File: src/rtl/pwm_link_pkg.sv
// Shared definitions for both ends of the position-over-PWM link.
// The generator and the decoder import the same defaults so the frame encoding agrees.
package pwm_link_pkg;

    localparam int unsigned PWM_POS_W      = 10;
    localparam int unsigned PWM_OFFSET     = 16;
    localparam int unsigned PWM_PERIOD_NOM = 2048;

    typedef enum logic [1:0] {
        ST_IDLE = 2'd0,
        ST_HIGH = 2'd1,
        ST_LOW  = 2'd2
    } pwm_state_t;

endpackage

File: src/rtl/pwm_input_conditioner.sv
// PWM input conditioning: 2-FF synchronizer, optional glitch filter, registered edge detect.
// Optional feature macro: PWM_GLITCH_FILTER_EN (level accepted after FILT_LEN equal samples).
module pwm_input_conditioner #(
    parameter int unsigned FILT_LEN = 3
) (
    input  logic clk,
    input  logic reset,
    input  logic pwm,
    output logic pwm_s,
    output logic rise,
    output logic fall
);

    logic r_sync1;
    logic r_sync2;
    logic r_level_d;
    logic r_rise;
    logic r_fall;
    logic w_level;

    // Two-stage synchronizer for the asynchronous pwm pin.
    always_ff @(posedge clk or negedge reset) begin
        if (!reset) begin
            r_sync1 <= 1'b0;
            r_sync2 <= 1'b0;
        end else begin
            r_sync1 <= pwm;
            r_sync2 <= r_sync1;
        end
    end

`ifdef PWM_GLITCH_FILTER_EN
    localparam int unsigned FC_W = $clog2(FILT_LEN + 1);

    logic [FC_W-1:0] r_filt_cnt;
    logic            r_filt;

    // Accept a new level only after it has been seen for FILT_LEN consecutive cycles.
    always_ff @(posedge clk or negedge reset) begin
        if (!reset) begin
            r_filt_cnt <= '0;
            r_filt     <= 1'b0;
        end else if (r_sync2 == r_filt) begin
            r_filt_cnt <= '0;
        end else if (r_filt_cnt == FC_W'(FILT_LEN - 1)) begin
            r_filt_cnt <= '0;
            r_filt     <= r_sync2;
        end else begin
            r_filt_cnt <= r_filt_cnt + 1'b1;
        end
    end

    assign w_level = r_filt;
`else
    assign w_level = r_sync2;
`endif

    // Registered edge detect on the conditioned level.
    always_ff @(posedge clk or negedge reset) begin
        if (!reset) begin
            r_level_d <= 1'b0;
            r_rise    <= 1'b0;
            r_fall    <= 1'b0;
        end else begin
            r_level_d <= w_level;
            r_rise    <= w_level & ~r_level_d;
            r_fall    <= ~w_level & r_level_d;
        end
    end

    assign pwm_s = w_level;
    assign rise  = r_rise;
    assign fall  = r_fall;

endmodule

File: src/rtl/pwm_position_decoder.sv
// Position-over-PWM decoder: measures high time H and period P of each frame,
// validates the period window, clamps out-of-range high times and detects a dead line.
// Optional feature macro: PWM_GLITCH_FILTER_EN (handled inside pwm_input_conditioner).
//
// state   | meaning
// IDLE    | no frame in progress; waiting for a rising edge
// HIGH    | high phase; counting high time and period
// LOW     | low phase; counting period, next rising edge closes the frame
module pwm_position_decoder
    import pwm_link_pkg::*;
#(
    parameter int unsigned POS_W      = PWM_POS_W,
    parameter int unsigned CNT_W      = 12,
    parameter int unsigned OFFSET     = PWM_OFFSET,
    parameter int unsigned PERIOD_NOM = PWM_PERIOD_NOM,
    parameter int unsigned PERIOD_TOL = 32,
    parameter int unsigned TIMEOUT    = 4095,
    parameter int unsigned FILT_LEN   = 3
) (
    input  logic             clk,
    input  logic             reset,
    input  logic             pwm,
    output logic [POS_W-1:0] Position,
    output logic             pos_valid,
    output logic             pos_strobe,
    output logic             err_period,
    output logic             err_range,
    output logic             err_timeout,
    output logic             stuck_level
);

    localparam logic [CNT_W-1:0] C_OFFSET  = CNT_W'(OFFSET);
    localparam logic [CNT_W-1:0] C_H_MAX   = CNT_W'(OFFSET + (1 << POS_W) - 1);
    localparam logic [CNT_W-1:0] C_P_MIN   = CNT_W'(PERIOD_NOM - PERIOD_TOL);
    localparam logic [CNT_W-1:0] C_P_MAX   = CNT_W'(PERIOD_NOM + PERIOD_TOL);
    localparam logic [CNT_W-1:0] C_TMO     = CNT_W'(TIMEOUT);
    localparam logic [CNT_W-1:0] C_TMO_M1  = CNT_W'(TIMEOUT - 1);
    localparam logic [CNT_W-1:0] C_SAT     = '1;
    localparam logic [POS_W-1:0] C_POS_MAX = '1;

    logic w_pwm_s;
    logic w_rise;
    logic w_fall;
    logic w_edge;

    pwm_state_t       r_state;
    pwm_state_t       w_state_next;
    logic             w_start;
    logic             w_latch_h;
    logic             w_eval;
    logic             w_tmo_hit;
    logic             w_per_ok;
    logic [POS_W-1:0] w_pos_raw;

    logic [CNT_W-1:0] r_high_cnt;
    logic [CNT_W-1:0] r_per_cnt;
    logic [CNT_W-1:0] r_h;
    logic [CNT_W-1:0] r_sil;
    logic [POS_W-1:0] r_pos;
    logic             r_pos_valid;
    logic             r_strobe;
    logic             r_err_period;
    logic             r_err_range;
    logic             r_err_timeout;
    logic             r_stuck;

    pwm_input_conditioner #(
        .FILT_LEN (FILT_LEN)
    ) u_cond (
        .clk   (clk),
        .reset (reset),
        .pwm   (pwm),
        .pwm_s (w_pwm_s),
        .rise  (w_rise),
        .fall  (w_fall)
    );

    assign w_edge    = w_rise | w_fall;
    // An edge in the same cycle wins over the timeout because it clears the silence count.
    assign w_tmo_hit = !w_edge && (r_sil == C_TMO_M1);
    assign w_per_ok  = (r_per_cnt >= C_P_MIN) && (r_per_cnt <= C_P_MAX);
    assign w_pos_raw = POS_W'(r_h - C_OFFSET);

    // FSM state register.
    always_ff @(posedge clk or negedge reset) begin
        if (!reset) begin
            r_state <= ST_IDLE;
        end else begin
            r_state <= w_state_next;
        end
    end

    // Next-state and control strobes; wrong-polarity edges leave the state alone.
    always_comb begin
        w_state_next = r_state;
        w_start      = 1'b0;
        w_latch_h    = 1'b0;
        w_eval       = 1'b0;
        case (r_state)
            ST_IDLE: if (w_rise) begin
                w_start      = 1'b1;
                w_state_next = ST_HIGH;
            end
            ST_HIGH: if (w_fall) begin
                w_latch_h    = 1'b1;
                w_state_next = ST_LOW;
            end
            ST_LOW: if (w_rise) begin
                w_eval       = 1'b1;
                w_start      = 1'b1;
                w_state_next = ST_HIGH;
            end
            default: w_state_next = ST_IDLE;
        endcase
        if (w_tmo_hit) begin
            w_state_next = ST_IDLE;
        end
    end

    // Frame counters. The edge cycle is the first cycle of the new frame, so the
    // counters restart at 1 and H and P come out directly in clk cycles.
    always_ff @(posedge clk or negedge reset) begin
        if (!reset) begin
            r_high_cnt <= '0;
            r_per_cnt  <= '0;
            r_h        <= '0;
        end else begin
            if (w_start) begin
                r_high_cnt <= CNT_W'(1);
                r_per_cnt  <= CNT_W'(1);
            end else begin
                if (r_state == ST_HIGH && r_high_cnt != C_SAT) begin
                    r_high_cnt <= r_high_cnt + 1'b1;
                end
                if ((r_state == ST_HIGH || r_state == ST_LOW) && r_per_cnt != C_SAT) begin
                    r_per_cnt <= r_per_cnt + 1'b1;
                end
            end
            if (w_latch_h) begin
                r_h <= r_high_cnt;
            end
        end
    end

    // Silence counter: cleared by any edge, parks at TIMEOUT so the timeout fires once.
    always_ff @(posedge clk or negedge reset) begin
        if (!reset) begin
            r_sil <= '0;
        end else if (w_edge) begin
            r_sil <= '0;
        end else if (r_sil != C_TMO) begin
            r_sil <= r_sil + 1'b1;
        end
    end

    // Frame evaluation and timeout reporting.
    always_ff @(posedge clk or negedge reset) begin
        if (!reset) begin
            r_pos         <= '0;
            r_pos_valid   <= 1'b0;
            r_strobe      <= 1'b0;
            r_err_period  <= 1'b0;
            r_err_range   <= 1'b0;
            r_err_timeout <= 1'b0;
            r_stuck       <= 1'b0;
        end else begin
            r_strobe     <= 1'b0;
            r_err_period <= 1'b0;
            r_err_range  <= 1'b0;
            if (w_eval) begin
                if (!w_per_ok) begin
                    r_err_period <= 1'b1;
                end else begin
                    r_strobe      <= 1'b1;
                    r_pos_valid   <= 1'b1;
                    r_err_timeout <= 1'b0;
                    if (r_h < C_OFFSET) begin
                        r_pos       <= '0;
                        r_err_range <= 1'b1;
                    end else if (r_h > C_H_MAX) begin
                        r_pos       <= C_POS_MAX;
                        r_err_range <= 1'b1;
                    end else begin
                        r_pos <= w_pos_raw;
                    end
                end
            end else if (w_tmo_hit) begin
                r_err_timeout <= 1'b1;
                r_pos_valid   <= 1'b0;
                r_stuck       <= w_pwm_s;
            end
        end
    end

    assign Position    = r_pos;
    assign pos_valid   = r_pos_valid;
    assign pos_strobe  = r_strobe;
    assign err_period  = r_err_period;
    assign err_range   = r_err_range;
    assign err_timeout = r_err_timeout;
    assign stuck_level = r_stuck;

endmodule

File: config.mk
export PLATFORM = sky130hd
export DESIGN_NAME = pwm_position_decoder
export DESIGN_NICKNAME = d
export VERILOG_FILES = /design/src/rtl/pwm_link_pkg.sv /design/src/rtl/pwm_input_conditioner.sv /design/src/rtl/pwm_position_decoder.sv
export SDC_FILE = /design/constraint.sdc
export NUM_CORES = 1
export LEC_CHECK = 0
export CORE_MARGIN = 10
export CORE_UTILIZATION = 32
export DETAILED_ROUTE_END_ITERATION = 8
export RECOVER_POWER = 100
export SKIP_LAST_GASP = 1
export SYNTH_ARGS = -nofsm -noshare
export SYNTH_HDL_FRONTEND = slang
export SYNTH_SLANG_ARGS = --single-unit
File: constraint.sdc
create_clock -name clk -period 1.9 [get_ports clk]
set_clock_uncertainty 0.15 [all_clocks]
set_input_delay 0.38 -clock clk [delete_from_list [all_inputs] [get_ports clk]]
set_output_delay 0.38 -clock clk [all_outputs]
set_load 0.05 [all_outputs]
Yosys cells after proc, flatten, opt, wreduce, memory -nomap -nowiden:

Cells that the tools add are included.

* flip-flop bits (word level): 71
* output and inout port bits: 16

* $add $sub $neg: 4
* order comparisons: 4
* equal/unequal tests: 9
* mux-type cells: 31
* bitwise gates (word level): 6
* reductions and logical operators: 16

Operator list (count)
* $mux 12: 6
* $add 12x1->12 const B: 3
* $ne 12x12->1 const B: 3
* $mux 10: 2
* $mux 1: 19
* $eq 12x12->1 const B: 1
* $ge 12x11->1 const B: 1
* $gt 12x11->1 const B: 1
* $le 12x12->1 const B: 1
* $lt 12x5->1 const B: 1
* $sub 10x5->10 const B: 1
* $reduce_and 2->1: 4
* $reduce_bool 2->1: 4
* $mux 2: 3
* $logic_and 1x1->1: 4
* $pmux 2 s2: 1
* $ne 3x1->1 const B: 1
* $ne 3x2->1 const B: 1
* $not 1->1: 3
* $and 1x1->1: 2
* $eq 2x1->1 const B: 1
* $eq 2x2->1 const B: 1
* $logic_not 2->1: 1
* $ne 2x1->1 const B: 1
* 4 further kinds: 4

Longest topological paths before layout:

Gate-level depths: netlist of the first run.

* depth in word-level cells: 5
* gate-level depth with buffers: 7

Cells and area by module:

Synthesis of the first run repeated with hierarchy kept, for this count alone.

* cell total of the unflattened synthesis: 342
* area total of the unflattened synthesis: 3492.1 sq um

Modules (own cells, without submodules)
* pwm_position_decoder: times used 1, cells each 335, area an instance 3352.0 sq um, seq. area each 1651.6 sq um
* pwm_input_conditioner: times used 1, cells each 7, area an instance 140.1 sq um, seq. area each 125.1 sq um

Least setup slack after synthesis of the first run:

Ideal clock, no wire load.

* kind: reg-to-reg
* start: register r_h[4]
* end: register r_pos[4] (netlist: Position[4])
* arrival: 1.763 ns
* setup slack: -0.138 ns
* cell stages (with the launch flop): 8
* buffers on the path: 0
* clock period less this slack: 2.038 ns
* path through: dfrtp_1 -> inv_1 -> ha_1 -> nor3b_1 -> nand2_1 -> nor3_1 -> o21ai_0 -> mux2_4

* longest elaborated chain between the ends: 3

Ends and longest elaborated chain
* from (decl): RTL line pwm_position_decoder.sv:57 `logic [CNT_W-1:0] r_h;`
* from (signal assigned): RTL line pwm_position_decoder.sv:140 `r_h <= r_high_cnt;`
* $sub 10x5->10 / $gt 12x11->1 (equally long branches): RTL line pwm_position_decoder.sv:82, pwm_position_decoder.sv:180
* $mux 10: RTL line pwm_position_decoder.sv:180 `end else if (r_h > C_H_MAX) begin`
* $mux 10 *: RTL line pwm_position_decoder.sv:177 `if (r_h < C_OFFSET) begin`
* to (signal assigned): RTL line pwm_position_decoder.sv:184 `r_pos <= w_pos_raw;`
* to (decl): RTL line pwm_position_decoder.sv:59 `logic [POS_W-1:0] r_pos;`

Mark *: on every way between the ends. The rest lies on a longest branch, timed or not.
A chain may end at the register's enable or synchronous reset.

Worst setup path in the final report of the first run:

* start: register r_per_cnt[4]
* end: register r_pos[1] (netlist: Position[1])

* longest elaborated chain between the ends: 3

Ends and longest elaborated chain
* from (decl): RTL line pwm_position_decoder.sv:56 `logic [CNT_W-1:0] r_per_cnt;`
* from (signal assigned): RTL line pwm_position_decoder.sv:136 `r_per_cnt <= r_per_cnt + 1'b1;`
* $ge 12x11->1 / $le 12x12->1 (equally long branches): RTL line pwm_position_decoder.sv:81 `assign w_per_ok = (r_per_cnt >= C_P_MIN) && (r_per_cnt <= C_P_MAX);`
* $logic_and 1x1->1 *: RTL line pwm_position_decoder.sv:81
* $reduce_and 2->1 (no line) *

Marked as above.

==> results of run 1 <==
[through the flow]
step	setup WS (ps)	instance area, sq um	TNS (ps)	std cells	power [mW]
2_1_floorplan	-70.7	3570	-495	333	2.35
3_3_place_gp	-70.9	4270	-505	535	2.82
3_5_place_dp	-145	4270	-866	535	2.87
4_1_cts	-109	4490	-771	553	4.07
5_1_grt	-149	4530	-1870	559	4.30
6_report	-95.9	4530	-685	559	4.03
[layer usage]
layer,global-route usage [%],vias to the layer above,wire length (um)
li1,-,1326,-
met1,11.5,1311,3390
met2,17.6,28,3950
met3,2.87,11,197
met4,3.79,0,116
met5,0,-,0
[cell usage in the layout (no fill, tap or decap), types with 8 or more instances in the layout]
cell / netlist / final
a21oi_1: 8 / 8
nor3_1: 10 / 8
dfrtp_1: 71 / 70
clkbuf_1: 3 / 10
inv_1: 12 / 9
clkbuf_2: 1 / 15
xor2_1: 9 / 9
mux2_2: 15 / 15
xnor2_1: 18 / 18
clkbuf_8: 0 / 9
ha_1: 11 / 8
nand2_1: 30 / 29
o21ai_0: 13 / 13
nand3_1: 13 / 11
nor2_1: 40 / 38
buf_4: 0 / 49
[final timing paths]
path                       slack [ps]  cells past startpoint                     start                      end
min reg2reg                       210                      0  u_cond.r_sync1$_DFF_PN0_   u_cond.pwm_s$_DFF_PN0_
min                               210                      0  u_cond.r_sync1$_DFF_PN0_   u_cond.pwm_s$_DFF_PN0_
min in group asynchronous         680                      3                     reset  Position[6]$_DFFE_PN0P_
max reg2reg                      -100                      6  r_per_cnt[4]$_DFFE_PN0P_  Position[1]$_DFFE_PN0P_
max                              -100                      6  r_per_cnt[4]$_DFFE_PN0P_  Position[1]$_DFFE_PN0P_
max in group asynchronous         230                      3                     reset   r_state[0]$_DFFE_PN0P_
[registers in the layout, indices dropped and copies added (netlist names), 2 cells and up]
register / count
r_sil: 12
r_per_cnt: 12
r_high_cnt: 12
r_state: 2
Position: 10
r_h: 12
[power groups by stage]
| stage | logic [mW] | registers, mW | clock network [mW] |
|---|---|---|---|
| after detailed placement | 1.09 | 1.78 | 0 |
| final | 1.11 | 1.75 | 1.17 |
| after CTS | 1.10 | 1.75 | 1.22 |
| after global placement | 1.05 | 1.77 | 0 |
| after floorplan | 0.535 | 1.81 | 0 |
| after global routing | 1.25 | 1.77 | 1.27 |
[layout make-up]
type,count,area [sq um]
fillers,1084,6310
multi-input cells,242,1800
flip-flops and latches,71,1780
repair buffers,78,542
well taps,140,175
clock buffers,13,139
inverters,12,45.0
clock inverters,3,43.8
[timing repair]
item	4_1_cts	5_1_grt
pin swaps	2	8
resized for setup	3	21
hold endpoints to repair	71	0
endpoints found under the setup margin	16	23
buffers inserted	1	6
hold buffers	1	0
[cell families (layout without fill, tap and decap cells)]
| group | Yosys count | after routing | share of synthesized area (%) |
|---|---|---|---|
| compound gates | 43 | 43 | 8.59 |
| simple gates | 137 | 137 | 20.0 |
| mux | 24 | 24 | 8.27 |
| fa+ha+maj | 11 | 11 | 3.87 |
| buf+inv | 20 | 106 | 2.64 |
| flops | 71 | 71 | 50.0 |
| xor+xnor | 27 | 27 | 6.66 |
==> metrics, run 1 <==
run status finished with violations; failing checks setup timing; HP Class register to register; P_sw 1.21 mW; Synth area leader dfrtp_1; Synth Instances 333; first-pass GRT wire length 13,300 um; initial antenna violation count 0; Core Rows 38; Nets 428; fin. max-slew vios 0; final WL 7660 um; RSZ-0062 raised after global routing yes; CP max FO 12; Inserted Diodes 0; Max VDD drop 0.386 mV; Min Hold Slack 207 ps; sequential fraction of the synthesis area 50.0%; Distinct cells, synth 50; initial cell density of the core 32.8%; Worst-Skew Late Latency 340 ps; fmax 501 MHz; Required @ worst endpoint 1970 ps; CTS H-tree depth 3; main area contributors after synthesis dfrtp_1 50%, mux2_2 4.8%, xnor2_1 4.4%; Core ar. 0.0108 sq mm; Final Cycle Share 105%; post-route ant nets 0; delay-heaviest family, CP simple AND/OR/NAND/NOR gates; Sw Share 30.1%; Internal 2.82 mW; CTS max path bufs 2; total track usage 10.1%; setup ws final -95.9 ps; clock root buffer clkbuf_8; Synth async-reset ratio 100%; clock buffer count from CTS 9; Leak 2.14 nW; startpoint type of the worst setup path register; arrival time of the worst setup path 2070 ps; number of flops mapped to enable cells by yosys 0; #FFs+latches synth 71; top-count cell post-synth dfrtp_1; DR WL/cell 13.7 um; Iteration-0 DRC Markers 154; layout cells sized above 1 32.5%; routed vias 2,676; CP Capture Type register; relative slew slack 35.0%; max-cap viol count 0; Final min period 2000 ps; Worst-path clk slew 70 ps; Yosys Warn Count 0; clock sink count 71; part of the power in combinational logic 27.6%; Worst Path Class, Setup register to register; Mapped Avg Cell Area 10.7 sq um; measured slew at the worst slew-check pin 975 ps; IO buf count 18; largest net degree at the start of global routing 72; Die Ht 125 um; post-DP HPWL 5340 um; fin util 41.7%; GPL Wtd Cong 0.779; CTS tree built; WP buf/inv 1; vias per inst 4.79; vias in the first global route 2,800; Post-synth top flop dfrtp_1; residual DRC count 0; I/O pin count 19; clock group share of total power 28.9%; Layout area overhead 27.4%; Power per Cell Area 891 mW/mm^2; drt pass-1 iters 4; Chip Width 125 um; synthesized area 0.00355 sq mm; Worst path max stage delay 530 ps; Syn Nets 347; Critical-path top delay cell or4_4; top cells by count, synth 71 x dfrtp_1, 40 x nor2_1, 30 x nand2_1; Setup violations, final 10; Yosys top cell area share 50.0%; worst-path cell chain or4_4 > o21ai_2 > a2bb2oi_2 > nor2_4 > buf_12 > mux2_2; die area 0.0157 sq mm; Seq pwr share 43.4%; Hold Vio Cnt, Final 0; total global routing overflow 0
No activity file was read; power rests on OpenSTA's default activity.
==> run 2, diff against run 1 <==
--- a/config.mk
+++ b/config.mk
@@ -8,6 +8,7 @@
 export CORE_MARGIN = 10
 export CORE_UTILIZATION = 32
 export DETAILED_ROUTE_END_ITERATION = 8
+export HOLD_SLACK_MARGIN = 0.06
 export RECOVER_POWER = 100
 export SKIP_LAST_GASP = 1
 export SYNTH_ARGS = -nofsm -noshare
==> constraint.sdc (replaced) <==
create_clock -name clk -period 2 [get_ports clk]
set_clock_uncertainty 0.15 [all_clocks]
set_input_delay 0.4 -clock clk [delete_from_list [all_inputs] [get_ports clk]]
set_output_delay 0.4 -clock clk [all_outputs]
set_load 0.05 [all_outputs]
==> run 2 against run 1 <==
The flow still finishes with violations (setup timing). Hold slack is essentially flat. Setup slack improved by 79 ps. Clock-buffer cell count fell by 2. Sequential power shrank 3%. Die area is the same. Non-clock buffer count shrank 19. Critical endpoint is now Position[2]$_DFFE_PN0P_. Largest power group unchanged. Highest routed layer unchanged.
==> metrics, run 2 (same netlist as run 1, synthesis figures left out) <==
run status finished with violations; failing checks setup timing; CTS max path bufs 2 (unchanged); Nets 409 (-4.4%); final WL 7220 um (-5.7%); worst-path cell chain or4_4 > o21ai_2 > a2bb2oi_2 > nor2_4 > buf_12 > mux2_2; most common cell after layout, fill and taps aside dfrtp_1; Chip Width 125 um (unchanged); Hold EP u_cond.pwm_s$_DFF_PN0_; Setup violations, final 3 (-7); relative slew slack 46.2% (+11 points); largest net degree at the start of global routing 32 (-56%); layout cells sized above 1 22.8% (-9.7 points); DR WL/cell 13.4 um (-2.4%); CTS tree built; Leak 1.97 nW (-7.7%); HP Class register to register; Critical-path top delay cell or4_4; startpoint of the worst hold path u_cond.r_sync1$_DFF_PN0_; vias per inst 4.82 (+0.62%); drt pass-1 iters 4 (unchanged); residual DRC count 0 (unchanged); CP Capture Type register; setup ws final -17.3 ps (+78.6 ps); Power per Cell Area 873 mW/mm^2 (-2.0%); Inserted Diodes 0 (unchanged); fin. max-slew vios 0 (unchanged); post-DP HPWL 5180 um (-3.0%); fmax 496 MHz (-1.1%); startpoint type of the worst setup path register; clock buffer count from CTS 9 (unchanged); I/O pin count 19 (unchanged); Worst Path Class, Setup register to register; die area 0.0157 sq mm (unchanged); clock sink count 71 (unchanged); commonest cells after routing, fill and taps aside 71 x dfrtp_1, 40 x nor2_1, 30 x nand2_1; post-route ant nets 0 (unchanged); Min Hold Slack 206 ps (-0.0650 ps); arrival time of the worst setup path 2100 ps (+30 ps); flop2flop setup slack -20 ps (+80 ps); fin cells 540 (-3.4%); vias in the first global route 2,560 (-8.6%); Worst path max stage delay 530 ps (about the same); Final Cell Area 0.00429 sq mm (-5.3%); initial cell density of the core 32.8% (unchanged); Final min period 2020 ps (+21.4 ps); CP max FO 12 (unchanged); RSZ-0062 raised after global routing yes; Layout area overhead 20.6%; Max VDD drop 0.506 mV (+31%); Required @ worst endpoint 2080 ps (+110 ps); Worst-Skew Late Latency 350 ps (about the same); CTS H-tree depth 3 (unchanged); clock root buffer clkbuf_8; Iteration-0 DRC Markers 106 (-31%); total track usage 9.46% (-0.64 points); GPL Wtd Cong 0.768 (-1.3%); R2R cell count 6 (unchanged); Worst-path clk slew 80 ps (about the same); Tot Pwr 3.74 mW (-7.1%); Final TNS setup -33.0 ps (+652 ps); placed cell count 515 (-3.7%); Place WS -10.6 ps (+134 ps); Worst Hold Depth 0 (unchanged); fin util 39.5% (-2.2 points); total global routing overflow 0 (unchanged); Final Cycle Share 101% (-4.2 points); measured slew at the worst slew-check pin 807 ps (-168 ps); initial antenna violation count 0 (unchanged); DP Area 0.00411 sq mm (-3.7%); IO buf count 18 (unchanged); routed vias 2,601 (-2.8%); first-pass GRT wire length 12,400 um (-7.0%); worst reg2reg path startpoint r_per_cnt[4]$_DFFE_PN0P_; Core Rows 38 (unchanged); Core ar. 0.0108 sq mm (unchanged); max-cap viol count 0 (unchanged); worst r2r dst Position[2]$_DFFE_PN0P_; Hold Vio Cnt, Final 0 (unchanged); Die Ht 125 um (unchanged)
==> run 2: cell count changes in the layout (fill, tap and decap cells not counted), sizes merged <==
cell and change:
buf -24, clkinvlp +1, inv +1, clkbuf +3
==> run 2: repair_timing <==
item / CTS / global route
hold buffers: 1 / 0
gates cloned: 0 / 0
gates resized for setup: 1 / 5
buffers inserted: 1 / 7
setup endpoints to repair: 5 / 16
hold endpoints to repair: 11 / 0
pin swaps: 0 / 1
==> run 2: how the worst max path moves through the flow <==
stage | cells past startpoint | startpoint | slack (ps) | endpoint
6_report | 6 | r_per_cnt[4]$_DFFE_PN0P_ | -20 | Position[2]$_DFFE_PN0P_
5_1_grt | 6 | r_per_cnt[4]$_DFFE_PN0P_ | -70 | Position[1]$_DFFE_PN0P_
4_1_cts | 6 | r_per_cnt[4]$_DFFE_PN0P_ | -30 | Position[2]$_DFFE_PN0P_
3_5_place_dp | 6 | r_per_cnt[4]$_DFFE_PN0P_ | -10 | Position[2]$_DFFE_PN0P_
3_3_place_gp | 6 | r_per_cnt[4]$_DFFE_PN0P_ | 9 | Position[1]$_DFFE_PN0P_
2_1_floorplan | 6 | r_per_cnt[4]$_DFFE_PN0P_ | 5 | Position[3]$_DFFE_PN0P_
==> run 2: routing by layer <==
layer	vias up	GRT usage [%]	wire length, um
met3	9	3.21	228
met4	0	4.27	133
met1	1266	10.9	3300
met5	-	0	0
met2	32	15.5	3570
li1	1294	-	-
==> run 2: area by class of cell <==
class | instances | area (sq um)
clock buffer | 11 | 141
clock inverter | 5 | 56.3
timing repair buffer | 59 | 390
sequential | 71 | 1780
multi-input combinational | 242 | 1700
tap | 140 | 175
inverter | 12 | 45.0
fill | 1079 | 6550
==> run 2: power breakdown <==
part           internal [mW]  total, mW  leakage, nW  switching [mW]
logic                  0.423      0.887        0.910           0.465
registers               1.58       1.69        0.963           0.119
clock network          0.611       1.16       0.0997           0.551
==> run 2: worst max-delay path, delay by kind of cell, from the launching register on <==
family | cells | cell delay [ps]
buf+inv | 1 | 150
compound gates | 2 | 220
mux | 1 | 330
simple gates | 2 | 660
flops | 1 | 380
